<file path="src/rtl/mac_pkg.sv">
// mac_pkg: shared FSM state type and accumulator width helper for mac_accum
package mac_pkg;

  typedef enum logic [1:0] {IDLE, ACCUM, DONE} state_e;

  function automatic int acc_w(input int m, input int n, input int k);
    return m + n + (k > 1 ? $clog2(k) : 0);
  endfunction

endpackage

</file>
<file path="src/rtl/term_counter.sv">
// term_counter: counts accepted terms of a group and flags when the next accept is the last one
module term_counter #(
  parameter int K = 4
) (
  input  logic clk,
  input  logic rst_n,
  input  logic inc_i,
  input  logic clr_i,
  output logic last_o
);

  localparam int CW = $clog2(K) + 1;

  logic [CW-1:0] cnt_q, cnt_d;

  // clear wins over increment so an abort or an output transfer restarts the group
  always_comb cnt_d = clr_i ? '0 : inc_i ? cnt_q + CW'(1) : cnt_q;

  // term count register
  always_ff @(posedge clk) cnt_q <= rst_n ? cnt_d : '0;

  assign last_o = cnt_q == CW'(K - 1);

endmodule

</file>
<file path="src/rtl/mac_accum.sv">
// mac_accum: sums groups of K unsigned products with valid/ready handshakes on both sides
module mac_accum
  import mac_pkg::*;
#(
  parameter int M = 4,
  parameter int N = 4,
  parameter int K = 4
) (
  input  logic                      clk,
  input  logic                      rst_n,
  input  logic [M+N-1:0]            prod,
  input  logic                      in_valid,
  output logic                      in_ready,
  input  logic                      clear,
  output logic [acc_w(M,N,K)-1:0]   acc_out,
  output logic                      out_valid,
  input  logic                      out_ready
);

  localparam int ACC_W = acc_w(M, N, K);

  state_e           state_q, state_d;
  logic [ACC_W-1:0] acc_q, acc_d;
  logic             accept, out_fire, last;

  assign in_ready  = rst_n & ~clear & (state_q != DONE);
  assign out_valid = rst_n & (state_q == DONE);
  assign acc_out   = acc_q;
  assign accept    = in_valid & in_ready;
  assign out_fire  = out_valid & out_ready & ~clear;

  term_counter #(.K(K)) u_cnt (
    .clk    (clk),
    .rst_n  (rst_n),
    .inc_i  (accept),
    .clr_i  (clear | out_fire),
    .last_o (last)
  );

  // next state and accumulator: clear aborts, accept adds a term, output transfer empties
  always_comb begin
    state_d = state_q;
    acc_d   = acc_q;
    if (clear) begin
      state_d = IDLE;
      acc_d   = '0;
    end else if (accept) begin
      state_d = last ? DONE : ACCUM;
      acc_d   = (state_q == IDLE ? '0 : acc_q) + ACC_W'(prod);
    end else if (out_fire) begin
      state_d = IDLE;
      acc_d   = '0;
    end
  end

  // state and accumulator registers
  always_ff @(posedge clk) begin
    if (!rst_n) begin
      state_q <= IDLE;
      acc_q   <= '0;
    end else begin
      state_q <= state_d;
      acc_q   <= acc_d;
    end
  end

endmodule

</file>
<file path="config.mk">
export PLATFORM = sky130hd
export DESIGN_NAME = mac_accum
export DESIGN_NICKNAME = d
export VERILOG_FILES = /design/src/rtl/mac_pkg.sv /design/src/rtl/term_counter.sv /design/src/rtl/mac_accum.sv
export SDC_FILE = /design/constraint.sdc
export NUM_CORES = 1
export LEC_CHECK = 0
export CORE_ASPECT_RATIO = 1.1
export CORE_MARGIN = 2
export CORE_UTILIZATION = 52
export CTS_CLUSTER_DIAMETER = 100
export CTS_CLUSTER_SIZE = 12
export DETAILED_ROUTE_END_ITERATION = 8
export GPL_ROUTABILITY_DRIVEN = 1
export PLACE_DENSITY = 0.82
export SYNTH_ARGS = -nofsm -noshare
export SYNTH_HDL_FRONTEND = slang
export SYNTH_SLANG_ARGS = --single-unit
</file>
<file path="constraint.sdc">
create_clock -name clk -period 3.4 [get_ports clk]
set_input_delay 0.68 -clock clk [delete_from_list [all_inputs] [get_ports clk]]
set_output_delay 0.68 -clock clk [all_outputs]
set_load 0.01 [all_outputs]
</file>
# After elaboration in Yosys (flattened, before gate mapping)
# Cells that the tools add are included.
[word_totals]
reg_bits = 15
input_bits = 13
wordCells = 27
[op_classes]
add_sub_neg = 2
n_eq_ne = 3
n_mux = 6
bitwise = 9
reduce_logical = 4
[op_table]
columns = ["op", "count"]
rows = [
  ["$mux W10", 3],
  ["$add A10 B8 Y10", 1],
  ["$and A1 B1 Y1", 6],
  ["$mux W2", 3],
  ["$reduce_or A2 Y1", 2],
  ["$add A3 B1 Y3 const B", 1],
  ["$eq A3 B2 Y1 const B", 1],
  ["$eq A2 B2 Y1 const B", 1],
  ["$logic_not A2 Y1", 1],
  ["$ne A2 B2 Y1 const B", 1],
  ["$not A1 Y1", 2],
  ["$reduce_bool A2 Y1", 1],
  ["$or A1 B1 Y1", 1],
]

# Longest topological paths before layout
# Gate-level depths: netlist of the first run.
[depth]
depth_word = 6
ltp_mapped = 10
depth_no_buf = 10

# Hierarchy
# From an unflattened synthesis of the first run, not the netlist that was laid out.
[hier_totals]
hier_cells = 130
hier_area_um2 = 1106.1
[modules_own_cells]
columns = ["mod", "n_inst", "cells_each", "area_each_um2", "seq_area_each_um2"]
rows = [
  ["mac_accum", 1, 117, 965.9, 240.2],
  ["term_counter", 1, 13, 140.1, 60.1],
]

# Least setup slack after synthesis of the first run
# No wires, ideal clock.
[synth_timing]
kind = "register to register"
start = "register state_q[0]"
end = "register acc_q[6], in the netlist acc_out[6]"
setup_time_ps = 117
arrival_time_ps = 2124
required_time_ps = 3283
slack_ps = 1159
stages_incl_launch_ff = 11
period_less_slack_ps = 2241
cell_sequence = "dfxtp_1 > nor2_1 > nor2b_1 > ha_1 > inv_1 > fa_1 > nor2b_4 > o31ai_2 > a21boi_1 > or3_1 > a32o_1"
[synth_between]
elab_chain_cells = 5
word_cells_on_any_way = 12
classes_between = "add/sub: 1; eq/ne: 2; mux: 2; bitwise: 5; reduce/logical: 2"
[synth_rtl]
columns = ["element", "line_no", "source"]
rows = [
  ["start: declaration", "mac_accum.sv:22", "state_e state_q, state_d;"],
  ["start signal: assignment", "mac_accum.sv:62", "state_q <= state_d;"],
  ["parallel branches: the longest is 5 deep, another holds $add A10 B8 Y10", "n/a", ""],
  ["end signal: assignment", "mac_accum.sv:60", "acc_q <= '0;"],
  ["end signal: assignment", "mac_accum.sv:63", "acc_q <= acc_d;"],
  ["end: declaration", "mac_accum.sv:23", "logic [ACC_W-1:0] acc_q, acc_d;"],
]
# Several ways; the timed one is not identified.
# A chain may end at the register's enable or synchronous reset.

# Worst setup path in the final report of the first run
# Same ends and word-level chain as after synthesis.

==> reports/metrics.cfg, run 1 <==
[status]
status=completed

[timing]
skew_ps=0.908
finalSetupViolCount=0
period_needed_ps=2740
tightest_slew_ps=677
max-slew-margin-rel_pct=54.8
fmax_ghz=0.365
finalSetupTns_ps=0
setup_slack_ps=660
rsz0062_at_grt=false
slew_viol_final=0
fin_crit_sh_pct=80.6
finalHoldViolations=0

[finish]
drive_above_1_share_pct=7.48
layout_commonest_cell=clkdlybuf4s50_1
area_growth_syn_to_layout_pct=28.5
layout_common_cells=24 x clkdlybuf4s50_1, 15 x dfxtp_1, 14 x nor2_1
nNetsFinal=172
fillCellCount=171
n_antenna_cell=0

[cts]
cts-buffers-inserted=3
ctsResizeCount=0
holdBufCountCts=0
cts.sinks=15
cts_buffer_depth=2
clk-insertion-delay-late_ps=280
root_buffer=clkbuf_4
h-tree-depth=1
path_clk_slew_ps=90
cts_tree=done
post-cts-setup-buffers=0

[synthesis]
synth_nets=144
synth_edf_count=0
yosysSeqAreaShare_pct=28.6
ys_async_sr_fraction_pct=0
synth_xor_area_share_pct=4.17
synth-main-ff-cell=dfxtp_1
synth_top_family_by_area=compound AO/OA/AOI/OAI gates
yosys.area_share.simple_pct=21.1
synth_compound_area_share_pct=25.0
syn_inst=120
synth_adder_area_share_pct=13.8
syn_avg_cell_area_um2=8.75
netlist-cell-type-count=39
synth_mux_area_share_pct=2.98
ys_warn_count=0
ys_ff_latch=15
syn_area_mm2=0.00105

[place]
io_buffers=24
gp_congestion=0.827
hpwl_um=1850
pre_cts_slack_ps=598

[hold_path]
min_path_type=register to register
holdPathStages=2

[grt]
antenna_found_initial=0
grt_first_pass_wirelength_um=4080
grt_most_used_layer=met2
grtUsageMet2_pct=39.7
grt_pass1_vias=981
grt_max_degree=17
grtUsageTotal_pct=23.8
overflow=0
grtUsageMet1_pct=26.8
use_met3_pct=8.48

[route]
routed_wl_um=2400
routedWlPerCell_um=13.7
drtAntennaViolNets=0
firstDrtPassIters=4
route.detailed.drc=0
vias=1003
drtIter0Drc=21
vias_per_cell=5.73

[critical_path]
crit_end=acc_out[6]
crit_fanout=7
r2r_end=acc_out[6]
rr_worst_depth=10
r2r_setup_slack_ps=660
worstSetupEndpointType=register
required_ps=3590
cp-startpoint=state_q[0]
arrival_ps=2930
rr_startpoint=state_q[0]
crit_type=register to register
start_kind=register

[run]
drv_cap=0

[floorplanning]
die_h_um=51.1
die_w_um=46.8
rows=17
start_util_pct=53.6
dieArea_mm2=0.00239
core-area_mm2=0.00196
ios=25

[power_and_ir_drop]
p_per_area_mw_per_mm2=255
ir_drop_mv=0.299
leakagePower_nw=0.522
p_total_mw=0.345

## logic make-up after synthesis
logic type,count (synthesis)
AND/OR/NAND/NOR,39
AO/OA/AOI/OAI,36
flip-flops,15
buffers and inverters,11
adder cells (fa/ha/maj),11
XOR/XNOR,5
multiplexers,3
## registers in the layout, indices dropped and copies added, names as in the netlist
register and cells:
acc_out 10, u_cnt.cnt_q 3, state_q 2
## final cells by class
| class | count | area, µm² | area share, % |
|---|---|---|---|
| clock buffers | 3 | 22.5 | 1.67 |
| clock inverters | 1 | 5.00 | 0.371 |
| inverters | 9 | 33.8 | 2.50 |
| multi-input cells | 94 | 704 | 52.2 |
| flip-flops and latches | 15 | 300 | 22.3 |
| well taps | 28 | 35.0 | 2.60 |
| repair buffers | 25 | 248 | 18.4 |
## critical path: stages, from the launching register on
cell and delay, ps:
dfxtp_1 400, nor2_1 500, nor2b_1 120, ha_1 240, inv_1 80, fa_1 250, nor2b_4 60, o31ai_2 300
a21boi_1 130, or3_1 310, a32o_1 240
## synth_stat cells, types with 2 or more instances
cell / count / area [µm²]
a211o_1: 2 / 17.5
a211oi_1: 2 / 15.0
a21oi_1: 4 / 20.0
a22o_1: 2 / 17.5
a22oi_1: 5 / 37.5
a32o_1: 2 / 20.0
dfxtp_1: 15 / 300
ha_1: 10 / 125
inv_1: 9 / 33.8
mux2i_1: 2 / 20.0
nand2_1: 5 / 18.8
nand2b_1: 2 / 12.5
nand3_1: 3 / 15.0
nor2_1: 14 / 52.6
nor2b_1: 8 / 50.1
nor2b_4: 2 / 27.5
o21a_1: 2 / 15.0
o21ai_0: 6 / 30.0
o22ai_1: 2 / 12.5
xnor2_1: 3 / 26.3
xor2_1: 2 / 17.5
## worst min path at each step
stage / end / slack [ps] / startpoint
after floorplan: u_cnt.cnt_q[1] / 460 / u_cnt.cnt_q[1]
after global placement: acc_out[1] / 460 / acc_out[1]
after detailed placement: acc_out[1] / 470 / acc_out[1]
after CTS: acc_out[1] / 490 / acc_out[1]
after global routing: acc_out[1] / 510 / acc_out[1]
final: acc_out[1] / 470 / acc_out[1]
## through the flow
stage | utilization (%) | hold WS, ps | instances | area [µm²]
after floorplan | - | 465 | 120 | 1050
after global placement | 67.5 | 463 | 171 | 1320
after detailed placement | 67.5 | 467 | 171 | 1320
after CTS | 68.9 | 485 | 175 | 1350
after global routing | 68.9 | 514 | 175 | 1350
final | 68.9 | 475 | 175 | 1350
## where the power goes
| group | leakage (nW) | switching, mW | total, mW | internal (mW) |
|---|---|---|---|---|
| combinational | 0.383 | 0.0282 | 0.0609 | 0.0327 |
| sequential | 0.121 | 0.00315 | 0.182 | 0.179 |
| clock | 0.0177 | 0.0580 | 0.102 | 0.0437 |
| total | 0.522 | 0.0893 | 0.345 | 0.255 |
## metal layers
layer / vias to the layer above / share of wire (%)
met5: - / 0
met4: 0 / 1.5
met3: 4 / 4.3
met2: 24 / 53
met1: 484 / 42
li1: 491 / -
(Power assumes the default switching activity.)
==> run 2: changes to the inputs <==
--- a/config.mk
+++ b/config.mk
@@ -7,12 +7,12 @@
 export LEC_CHECK = 0
 export CORE_ASPECT_RATIO = 1.1
 export CORE_MARGIN = 2
-export CORE_UTILIZATION = 52
+export CORE_UTILIZATION = 49
 export CTS_CLUSTER_DIAMETER = 100
 export CTS_CLUSTER_SIZE = 12
 export DETAILED_ROUTE_END_ITERATION = 8
 export GPL_ROUTABILITY_DRIVEN = 1
-export PLACE_DENSITY = 0.82
+export PLACE_DENSITY = 0.78
 export SYNTH_ARGS = -nofsm -noshare
 export SYNTH_HDL_FRONTEND = slang
 export SYNTH_SLANG_ARGS = --single-unit
==> constraint.sdc (replaced) <==
create_clock -name clk -period 2.7 [get_ports clk]
set_input_delay 0.54 -clock clk [delete_from_list [all_inputs] [get_ports clk]]
set_output_delay 0.54 -clock clk [all_outputs]
set_load 0.01 [all_outputs]
==> run 2 against run 1 <==
Clock-buffer cell count is 1 higher. Register-to-register slack worse by 420 ps. Critical path depth stayed put. Non-clock buffer count is 2 higher. Via count is 2.5% lower. Sequential cell count stayed put. Critical endpoint unchanged. Global-route usage is 2.0 points lower. Utilization is 1.4 points lower. Maximum frequency is 11% higher. Final cell count is 1.1% higher. Sequential power is 25% higher. Clock power is 24% higher.
==> reports/metrics.cfg, run 2 (synthesis results as in run 1) <==
[status]
status=completed

[finish]
nNetsFinal=174
multi_input_area_um2=707
fillCellCount=161
layout_common_cells=24 x clkdlybuf4s50_1, 15 x dfxtp_1, 13 x nor2_1
n_antenna_cell=0
seqCellArea_um2=300
drive_above_1_share_pct=8.72
area_growth_syn_to_layout_pct=30.0
layout_commonest_cell=clkdlybuf4s50_1
finish.utilization_pct=67.6
stdcell_area_mm2=0.00137
largest_reg_flops=10

[cts]
cts_tree=done
clk-insertion-delay-late_ps=280
post-cts-setup-buffers=0
cts.sinks=15
cts-buffers-inserted=3
ctsResizeCount=0
path_clk_slew_ps=80
cts_buffer_depth=2
h-tree-depth=1
root_buffer=clkbuf_4
holdBufCountCts=0

[critical_path]
r2r_setup_slack_ps=240
crit_type=register to register
crit_end=acc_out[6]
crit_fanout=7
path_cells=nor2_2 > nor2b_1 > ha_1 > inv_1 > fa_1 > nor2b_4 > o31ai_2 > a21boi_1 > or3_1 > a32o_1
critPathMaxStageDelay_ps=380
critical_path.slowest_cell=dfxtp_1
critical_path_buf_inv_count=1
required_ps=2880
cp_top_family=simple AND/OR/NAND/NOR gates
start_kind=register
rr_worst_depth=10
r2r_end=acc_out[6]
worstSetupPathDepth=10
arrival_ps=2640
rr_startpoint=state_q[1]
worstSetupEndpointType=register
cp-startpoint=state_q[1]

[route]
firstDrtPassIters=4
drt-met1-wl_um=974
route.met3.wl_um=81
routed_wl_um=2240
vias_per_cell=5.53
drtIter0Drc=12
routedWlPerCell_um=12.7
wl_met2_um=1130
vias=978
route.detailed.drc=0
maxUsedRoutingLayer=met4
drtAntennaViolNets=0

[hold_path]
min_path_type=register to register

[timing]
fin_crit_sh_pct=91.2
finalSetupViolCount=0
fmax_ghz=0.406
finalHoldViolations=0
finalSetupTns_ps=0
setup_slack_ps=237
period_needed_ps=2460
holdWs_ps=480
max-slew-margin-rel_pct=74.7
skew_ps=1.71
rsz0062_at_grt=false
slew_viol_final=0
tightest_slew_ps=375

[grt]
grt_max_degree=12
grt_pass1_vias=972
overflow=0
grtUsageTotal_pct=21.8
grt_first_pass_wirelength_um=3870
antenna_found_initial=0

[power_and_ir_drop]
combPwrFrac_pct=18.3
ir_drop_mv=0.377
p_int_mw=0.325
leakagePower_nw=0.531
p_seq_share_pct=52.6
p_sw_mw=0.108
p_per_area_mw_per_mm2=317
swShare_pct=24.9
clock_power_share_pct=29.1

[floorplanning]
start_util_pct=52.0
die_w_um=48.1
die_h_um=52.5
ios=25
rows=17
core-area_mm2=0.00202
dieArea_mm2=0.00253

[place]
io_buffers=24
pre_cts_slack_ps=57.3
gp_congestion=0.764
postPlaceCellArea_mm2=0.00134
hpwl_um=1800

[run]
drv_cap=0

## run 2: per-layer routing
metal	GRT usage (%)	vias to the layer above
li1	-	494
met1	25.4	453
met2	36.9	25
met3	3.10	6
met4	11.7	0
met5	0	-
## run 2: power groups by stage
stage,logic [mW],clock network [mW],registers (mW)
6_report,0.0790,0.126,0.228
2_1_floorplan,0.0395,0,0.235
3_5_place_dp,0.0783,0,0.233
4_1_cts,0.0790,0.132,0.228
3_3_place_gp,0.0767,0,0.233
5_1_grt,0.0867,0.141,0.228
## run 2: final cells by class
cell class	count	area share, %
inverter	9	2.47
tap	28	2.57
clock buffer	4	1.92
timing repair buffer	27	19.2
sequential	15	22.0
multi-input combinational	94	51.8
## run 2: worst min-delay path: stages, from the launching register on
cell     delay [ps]
dfxtp_1         330
nand2_1          50
a21oi_1          50
## run 2: worst min path at each step
stage	start	endpoint	slack (ps)	depth (start not counted)
2_1_floorplan	u_cnt.cnt_q[1]	u_cnt.cnt_q[1]	460	2
3_3_place_gp	acc_out[1]	acc_out[1]	470	2
3_5_place_dp	acc_out[1]	acc_out[1]	470	2
4_1_cts	acc_out[1]	acc_out[1]	480	2
5_1_grt	acc_out[1]	acc_out[1]	520	2
6_report	acc_out[1]	acc_out[1]	480	2
## run 2: metrics by stage
step           total power, mW  instances
6_report                 0.433        177
5_1_grt                  0.456        177
4_1_cts                  0.439        177
3_5_place_dp             0.311        173
3_3_place_gp             0.309        173
2_1_floorplan            0.274        120
